## src/rtl/polyphase_mac_scheduler_pkg.sv

```systemverilog
// Shared sizing and FSM encoding for the polyphase interpolator MAC scheduler.
package polyphase_mac_scheduler_pkg;

    localparam int SAMPLE_W = 4;
    localparam int COEF_W   = 8;
    localparam int L        = 4;
    localparam int P        = 4;
    localparam int ACC_W    = 14;

    localparam int NCOEF  = L * P;
    localparam int ADDR_W = $clog2(NCOEF);
    localparam int PH_W   = $clog2(L);
    localparam int TAP_W  = $clog2(P);

    typedef enum logic [1:0] {
        ST_IDLE = 2'd0,
        ST_MAC  = 2'd1,
        ST_OUT  = 2'd2
    } state_t;

endpackage

```

## src/rtl/polyphase_mac_scheduler_poly_mac_unit.sv

```systemverilog
// Registered signed multiply-accumulate slice; clear has priority over enable.
module poly_mac_unit #(
    parameter int A_W   = 4,
    parameter int B_W   = 8,
    parameter int ACC_W = 14
) (
    input  logic             clk_i,
    input  logic             rst_i,
    input  logic             clr_i,
    input  logic             en_i,
    input  logic [A_W-1:0]   a_i,
    input  logic [B_W-1:0]   b_i,
    output logic [ACC_W-1:0] acc_o
);

    logic signed [A_W+B_W-1:0] prod;
    logic signed [ACC_W-1:0]   prod_ext;
    logic [ACC_W-1:0]          acc_q;
    logic [ACC_W-1:0]          acc_d;

    assign prod     = $signed(a_i) * $signed(b_i);
    assign prod_ext = ACC_W'(prod);

    always_comb begin
        acc_d = acc_q;
        if (clr_i) begin
            acc_d = '0;
        end else if (en_i) begin
            acc_d = acc_q + prod_ext;
        end
    end

    always_ff @(posedge clk_i or posedge rst_i) begin
        if (rst_i) begin
            acc_q <= '0;
        end else begin
            acc_q <= acc_d;
        end
    end

    assign acc_o = acc_q;

endmodule

```

## src/rtl/polyphase_mac_scheduler.sv

```systemverilog
// L-fold polyphase interpolating FIR controller: one MAC slice swept over taps,
// then phases, for every accepted input sample.
//
// state | meaning
// IDLE  | waiting for an input sample; coefficient writes allowed
// MAC   | accumulating P taps of the current phase, one per cycle
// OUT   | holding the phase result until downstream accepts it
module polyphase_mac_scheduler
    import polyphase_mac_scheduler_pkg::*;
(
    input  logic              clk_i,
    input  logic              rst_i,
    input  logic              in_valid_i,
    output logic              in_ready_o,
    input  logic [SAMPLE_W-1:0] in_data_i,
    input  logic              coef_we_i,
    input  logic [ADDR_W-1:0] coef_addr_i,
    input  logic [COEF_W-1:0] coef_wdata_i,
    output logic              busy_o,
    output logic              out_valid_o,
    input  logic              out_ready_i,
    output logic [ACC_W-1:0]  out_data_o
);

    state_t              state_q;
    logic [PH_W-1:0]     phase_q;
    logic [TAP_W-1:0]    tap_q;
    logic                in_ready_q;
    logic                busy_q;
    logic                out_valid_q;
    logic [SAMPLE_W-1:0] dly_q  [P];
    logic [COEF_W-1:0]   coef_q [NCOEF];

    logic              accept;
    logic              out_xfer;
    logic              last_phase;
    logic              last_tap;
    logic              mac_clr;
    logic              mac_en;
    logic [ADDR_W-1:0] coef_idx;

    assign accept     = (state_q == ST_IDLE) && in_valid_i;
    assign out_xfer   = (state_q == ST_OUT) && out_ready_i;
    assign last_phase = (phase_q == PH_W'(L - 1));
    assign last_tap   = (tap_q == TAP_W'(P - 1));
    assign mac_clr    = accept || (out_xfer && !last_phase);
    assign mac_en     = (state_q == ST_MAC);
    // Coefficient k = tap*L + phase belongs to phase (k mod L).
    assign coef_idx   = ADDR_W'(tap_q) * ADDR_W'(L) + ADDR_W'(phase_q);

    always_ff @(posedge clk_i or posedge rst_i) begin
        if (rst_i) begin
            state_q     <= ST_IDLE;
            phase_q     <= '0;
            tap_q       <= '0;
            in_ready_q  <= 1'b1;
            busy_q      <= 1'b0;
            out_valid_q <= 1'b0;
        end else begin
            case (state_q)
                ST_IDLE: begin
                    if (accept) begin
                        state_q    <= ST_MAC;
                        phase_q    <= '0;
                        tap_q      <= '0;
                        in_ready_q <= 1'b0;
                        busy_q     <= 1'b1;
                    end
                end
                ST_MAC: begin
                    if (last_tap) begin
                        tap_q       <= '0;
                        state_q     <= ST_OUT;
                        out_valid_q <= 1'b1;
                    end else begin
                        tap_q <= tap_q + 1'b1;
                    end
                end
                ST_OUT: begin
                    if (out_ready_i) begin
                        out_valid_q <= 1'b0;
                        if (last_phase) begin
                            state_q    <= ST_IDLE;
                            in_ready_q <= 1'b1;
                            busy_q     <= 1'b0;
                        end else begin
                            state_q <= ST_MAC;
                            phase_q <= phase_q + 1'b1;
                            tap_q   <= '0;
                        end
                    end
                end
                default: begin
                    state_q     <= ST_IDLE;
                    in_ready_q  <= 1'b1;
                    busy_q      <= 1'b0;
                    out_valid_q <= 1'b0;
                end
            endcase
        end
    end

    always_ff @(posedge clk_i or posedge rst_i) begin
        if (rst_i) begin
            for (int i = 0; i < P; i++) begin
                dly_q[i] <= '0;
            end
        end else if (accept) begin
            dly_q[0] <= in_data_i;
            for (int i = 1; i < P; i++) begin
                dly_q[i] <= dly_q[i-1];
            end
        end
    end

    // Writes during a sequence are dropped so a filter pass never mixes coefficient sets.
    always_ff @(posedge clk_i or posedge rst_i) begin
        if (rst_i) begin
            for (int k = 0; k < NCOEF; k++) begin
                coef_q[k] <= '0;
            end
        end else if (coef_we_i && (state_q == ST_IDLE)) begin
            coef_q[coef_addr_i] <= coef_wdata_i;
        end
    end

    poly_mac_unit #(
        .A_W   (SAMPLE_W),
        .B_W   (COEF_W),
        .ACC_W (ACC_W)
    ) u_mac (
        .clk_i (clk_i),
        .rst_i (rst_i),
        .clr_i (mac_clr),
        .en_i  (mac_en),
        .a_i   (dly_q[tap_q]),
        .b_i   (coef_q[coef_idx]),
        .acc_o (out_data_o)
    );

    assign in_ready_o  = in_ready_q;
    assign busy_o      = busy_q;
    assign out_valid_o = out_valid_q;

endmodule

```

## config.mk

```make
export PLATFORM = sky130hd
export DESIGN_NAME = polyphase_mac_scheduler
export DESIGN_NICKNAME = d
export VERILOG_FILES = /design/src/rtl/polyphase_mac_scheduler_pkg.sv /design/src/rtl/polyphase_mac_scheduler_poly_mac_unit.sv /design/src/rtl/polyphase_mac_scheduler.sv
export SDC_FILE = /design/constraint.sdc
export NUM_CORES = 1
export LEC_CHECK = 0
export CORE_MARGIN = 1
export CORE_UTILIZATION = 65
export CTS_CLUSTER_SIZE = 30
export DETAILED_ROUTE_END_ITERATION = 16
export GPL_ROUTABILITY_DRIVEN = 1
export PLACE_DENSITY = 0.88
export SLEW_MARGIN = 20
export SYNTH_ARGS = -nofsm -noshare
export SYNTH_HDL_FRONTEND = slang
export SYNTH_SLANG_ARGS = --single-unit
```

## constraint.sdc

```tcl
create_clock -name clk_i -period 11.07 [get_ports clk_i]
set_input_delay 1.6605 -clock clk_i [delete_from_list [all_inputs] [get_ports clk_i]]
set_output_delay 1.6605 -clock clk_i [all_outputs]
set_load 0.01 [all_outputs]
```

==> impl_metrics.yaml, run 1 <==
yosys:
  synth_flop_cell: "dfrtp_1"
  ys_warn_count: 0
  synth-edff-count: 0
  ys_seq_area_frac: 0.461
  async_flop_share: 1.00
  synthesis.nets: 750
  syn-cell-area_um2: 9080
  postSynthCellCount: 675
  synth.avg_cell_area_um2: 13.4
  ys_types: 56
  ys_seq_elements: 167
grt:
  grt-ovfl-total: 0
  first_global_vias: 6166
  grt_usage: 0.308
  grt_pass1_wl_um: 33100
  antenna_found_initial: 0
  grt_max_degree: 97
floorplan:
  pin_count: 38
  die_w_um: 120
  die_h_um: 120
  coreArea_um2: 13500
  start_util: 0.675
  die-area_um2: 14400
  rows: 42
final_layout:
  final_layout_size_suffix_gt1_frac: 0.203
  nets: 781
  diodes: 0
  fin_util: 0.762
  most-common-layout-cells: "165 x dfrtp_1, 90 x mux2_1, 56 x mux2_2"
  fillers: 794
  syn_to_final_growth_pct: 13.0
  final_common_cell: "dfrtp_1"
clock_network:
  htreeDepth: 4
  clk_pin_slew_ps: 70
  cts_root_buffer: "clkbuf_16"
  ctsHoldBuffers: 0
  clk_latency_ps: 440
  clockBufferDepth: 2
  post_cts_buffers: 0
  cts_buffers: 17
  cts_sinks: 167
  cts_tree: "built"
  post_cts_resize_count: 0
worst_setup_path:
  cpPeakStageDelay_ps: 850
  arrival_ps: 7210
  critPathMostFrequentCell: "fa_1"
  crit_path_start_kind: "flip-flop"
  crit_fanout: 34
  critPathRequiredTime_ps: 11430
  cp_slowest_cell: "dfrtp_4"
  cp-end-kind: "flip-flop"
  path_cells: "mux4_2 -> mux4_2 -> or2_1 -> fa_1 -> fa_1 -> fa_1 -> inv_1 -> ha_1 -> inv_1 -> fa_1 -> nor2b_1 -> o21a_1 -> a311o_1 -> xor2_1 -> ha_1 -> a21oi_1 -> o21ai_1 -> a21oi_1 -> o211ai_1 -> xnor2_2 -> or3_1 -> nand3_1"
  path_class: "reg -> reg"
routing:
  drc: 0
  num_vias: 5755
  wire_per_inst_um: 22.5
  ant_nets: 0
  viasPerCell: 6.44
  dr.pass1.iters: 6
  initialDrtViolationCount: 444
  wl_um: 20100
timing:
  whs_ps: 489
  setup_tns_ps: 0
  post-route-min-period_ps: 6840
  relSlewSlack: 0.273
  finClkSkew_ps: 11.3
  rsz0062_at_grt: "false"
  worstMarginPinSlew_ps: 1090
  hold_violations: 0
  post-route-period-util: 0.618
  maxSlewViolCount: 0
  max_clock_freq_mhz: 146
  finalSetupViolCount: 0
place:
  hpwlAfterDp_um: 12900
  gp_congestion: 0.850
  portBuffers: 37
worst_hold_path:
  hp-class: "reg -> reg"
outcome:
  outcome: "completed"
job:
  cap_violations: 0
-- metal layers --
metal	vias up	track usage	part of all wire
met5	-	0	0
met4	0	0.120	0.029
met3	57	0.0552	0.051
met2	180	0.532	0.53
met1	3021	0.386	0.39
li1	2497	-	-
-- cell usage after synthesis, drive strengths merged, types with 7 or more instances --
cell / number / area [um2]
nand3: 9 / 45.0
and2: 21 / 131
inv: 24 / 92.6
clkbuf: 23 / 86.3
a21oi: 15 / 75.1
xnor2: 14 / 145
ha: 36 / 450
nor2: 26 / 97.6
nor2b: 9 / 56.3
mux4: 42 / 957
fa: 18 / 360
nand2: 39 / 154
o21ai: 24 / 124
buf: 7 / 40.0
nand2b: 8 / 50.1
mux2: 146 / 1640
dfrtp: 166 / 4150
-- final timing paths --
check | from | endpoint | slack (ps) | cells after the start
max in group asynchronous | rst_i | coef_q[83] | 8080 | 3
max reg2reg | phase_q[0] | u_mac.acc_o[13] | 4230 | 22
min in group asynchronous | rst_i | u_mac.acc_o[3] | 1700 | 2
min | coef_q[12] | coef_q[12] | 490 | 1
max | phase_q[0] | u_mac.acc_o[13] | 4230 | 22
min reg2reg | coef_q[12] | coef_q[12] | 490 | 1
-- worst max-delay path: cells and delay by family (launching register included) --
kind | cells | cell delay (ps)
and+or+nand+nor | 4 | 770
AOI/OAI and AO/OA | 6 | 1100
buffers and inverters | 2 | 130
xor gates and xnor gates | 2 | 400
DFF | 1 | 850
muxes | 2 | 1100
adders and majority gates | 6 | 2390
-- area by class of cell --
type / instances / area [um2] / share of cell area
clock buffer: 20 / 467 / 0.0455
sequential: 167 / 4180 / 0.408
tap: 176 / 220 / 0.0215
timing repair buffer: 42 / 412 / 0.0401
clock inverter: 11 / 195 / 0.0190
multi-input combinational: 454 / 4680 / 0.456
inverter: 24 / 97.6 / 0.00952
-- logic make-up (layout without fill, tap and decap cells) --
| logic type | Yosys count | in the layout | synth area share |
|---|---|---|---|
| multiplexers | 192 | 192 | 0.291 |
| flip-flops | 167 | 167 | 0.461 |
| AND/OR/NAND/NOR | 126 | 126 | 0.0695 |
| AO/OA/AOI/OAI | 64 | 64 | 0.0458 |
| adder cells (fa/ha/maj) | 54 | 54 | 0.0893 |
| buffers and inverters | 54 | 97 | 0.0241 |
| XOR/XNOR | 18 | 18 | 0.0198 |
-- state kept, by name, summed over array words and instances (netlist names) --
register     cells
phase_q          2
coef_q         128
dly_q           16
u_mac.acc_o     14
state_q          2
tap_q            2
out_valid_o      1
in_ready_o       1
busy_o           1
-- per-stage QoR --
step                std cells  instance area, um2  setup WS [ps]
floorplan                 675                9080           4660
global placement          863                9590           4290
detailed placement        863                9590           4020
CTS                       894               10200           3980
global route              894               10300           3830
finish                    894               10300           4230
Power of run 1 is left out: the tool's default activity adds up to more than one toggle a clock period on the data nets, which glitch-free logic cannot reach.
==> inputs of run 2 (changes only) <==
--- a/config.mk
+++ b/config.mk
@@ -6,11 +6,11 @@
 export NUM_CORES = 1
 export LEC_CHECK = 0
 export CORE_MARGIN = 1
-export CORE_UTILIZATION = 65
+export CORE_UTILIZATION = 61
 export CTS_CLUSTER_SIZE = 30
 export DETAILED_ROUTE_END_ITERATION = 16
 export GPL_ROUTABILITY_DRIVEN = 1
-export PLACE_DENSITY = 0.88
+export PLACE_DENSITY = 0.83
 export SLEW_MARGIN = 20
 export SYNTH_ARGS = -nofsm -noshare
 export SYNTH_HDL_FRONTEND = slang
==> constraint.sdc (replaced) <==
create_clock -name clk_i -period 7.15 [get_ports clk_i]
set_input_delay 1.0725 -clock clk_i [delete_from_list [all_inputs] [get_ports clk_i]]
set_output_delay 1.0725 -clock clk_i [all_outputs]
set_load 0.01 [all_outputs]
==> run 2 against run 1 <==
Against the previous run: flip-flop and latch count is the same; core utilization is 6.1 points lower; sequential share of layout area up 0.24 points; hold slack better by 0.55 ps; final cell count rose by 1.1%; clock-buffer cell count grew 2; global-route usage shrank 1.7 points; first-iteration DRC count shrank 42%; critical path type unchanged; critical endpoint unchanged; highest routed layer unchanged.
==> impl_metrics.yaml, run 2 (synthesis results as in run 1) <==
place:
  gp_congestion: 0.915
  hpwlAfterDp_um: 13200
  portBuffers: 37
worst_setup_path:
  cp_slowest_cell: "dfrtp_2"
  cpPeakStageDelay_ps: 740
  cp-end-kind: "flip-flop"
  cp_top_family: "adder cells"
  critPathMostFrequentCell: "fa_1"
  r2r_cells: 22
  cp_num_buf_inv: 2
  path_cells: "mux4_2 -> mux4_2 -> or2_1 -> fa_1 -> fa_1 -> fa_1 -> inv_1 -> ha_1 -> inv_1 -> fa_1 -> nor2b_1 -> o21a_1 -> a311o_1 -> xor2_1 -> ha_1 -> a21oi_1 -> o21ai_1 -> a21oi_1 -> o211ai_1 -> xnor2_2 -> or3_1 -> nand3_1"
  arrival_ps: 7030
  crit_fanout: 19
  path_class: "reg -> reg"
  critPathRequiredTime_ps: 7510
  crit_path_start_kind: "flip-flop"
  cp.depth: 22
final_layout:
  multi_input_area_um2: 4680
  most-common-layout-cells: "165 x dfrtp_1, 90 x mux2_1, 56 x mux2_2"
  seqCellArea_um2: 4180
  largest_reg_flops: 128
  syn_to_final_growth_pct: 12.3
  largest_register: "coef_q"
  final_common_cell: "dfrtp_1"
  diodes: 0
  final_layout_size_suffix_gt1_frac: 0.203
  nets: 783
  fillers: 980
clock_network:
  cts_sinks: 167
  post_cts_buffers: 0
  clk_latency_ps: 430
  ctsHoldBuffers: 0
  cts_tree: "built"
  clk_pin_slew_ps: 60
  cts_root_buffer: "clkbuf_16"
  htreeDepth: 4
  clockBufferDepth: 2
  cts_buffers: 17
  post_cts_resize_count: 0
floorplan:
  die_w_um: 124
  pin_count: 38
  start_util: 0.625
  die-area_um2: 15400
  coreArea_um2: 14500
  die_h_um: 124
  rows: 44
grt:
  grt-ovfl-total: 0
  antenna_found_initial: 0
  grt_pass1_wl_um: 32400
  grt_usage: 0.290
  first_global_vias: 6187
  grt_max_degree: 87
routing:
  initialDrtViolationCount: 257
  num_vias: 5690
  wl_um: 19600
  dr.pass1.iters: 4
  viasPerCell: 6.29
  ant_nets: 0
  drc: 0
  wire_per_inst_um: 21.7
timing:
  finalSetupViolCount: 0
  post-route-min-period_ps: 6670
  hold_violations: 0
  setup_tns_ps: 0
  worstMarginPinSlew_ps: 1090
  finClkSkew_ps: 7.54
  maxSlewViolCount: 0
  rsz0062_at_grt: "false"
  post-route-period-util: 0.933
  relSlewSlack: 0.272
  max_clock_freq_mhz: 150
worst_hold_path:
  hp-class: "reg -> reg"
  holdPathStages: 1
outcome:
  outcome: "completed"
job:
  cap_violations: 0
-- run 2: changes by cell type in the layout (fill, tap and decap cells not counted) --
cell | before | now
buf_4 | 4 | 6
bufinv_16 | 5 | 1
clkbuf_1 | 0 | 1
clkbuf_8 | 3 | 4
clkinv_4 | 1 | 2
dfrtp_2 | 0 | 1
dfrtp_4 | 1 | 0
inv_6 | 1 | 2
nor2_1 | 25 | 26
nor2_2 | 1 | 0
-- run 2: final timing paths --
kind                                         to  slack [ps]  startpoint
worst max register to register  u_mac.acc_o[13]         480  phase_q[0]
min in group asynchronous        u_mac.acc_o[2]        1170       rst_i
worst max-delay path            u_mac.acc_o[13]         480  phase_q[0]
worst min-delay path                   dly_q[0]         490    dly_q[0]
max in group asynchronous           coef_q[125]        4780       rst_i
worst min register to register         dly_q[0]         490    dly_q[0]
-- run 2: area by class of cell --
type                    instances  area share
multi-input cells             454       0.459
flip-flops and latches        167       0.410
clock buffers                  22      0.0475
repair buffers                 44      0.0419
well taps                     184      0.0226
inverters                      24     0.00958
clock inverters                 9     0.00909
-- run 2: through the flow --
step / worst slack, ps / hold WS [ps] / area (um2) / std cells / utilization
finish: 481 / 489 / 10200 / 904 / 0.701
global route: 74.5 / 508 / 10200 / 904 / 0.701
CTS: 451 / 493 / 10200 / 904 / 0.701
detailed placement: 480 / 473 / 9610 / 873 / 0.661
global placement: 708 / 461 / 9610 / 873 / 0.661
floorplan: 744 / 449 / 9080 / 675 / -
-- run 2: per-layer routing --
layer  wire length [um]  vias to the layer above  GRT usage
li1                   -                     2517          -
met1               7960                     2966      0.365
met2              10300                      162      0.495
met3                802                       45     0.0527
met4                497                        0      0.127
met5                  0                        -          0
-- run 2: worst register-to-register path: stages, from the launching register on --
cell	delay [ps]
dfrtp_2	740
mux4_2	590
mux4_2	510
or2_1	250
fa_1	510
fa_1	590
fa_1	440
inv_1	70
ha_1	160
inv_1	50
fa_1	400
nor2b_1	130
o21a_1	140
a311o_1	270
xor2_1	230
ha_1	300
a21oi_1	170
o21ai_1	90
a21oi_1	200
o211ai_1	170
xnor2_2	170
or3_1	320
nand3_1	90
Power of run 2 is left out for the same reason.
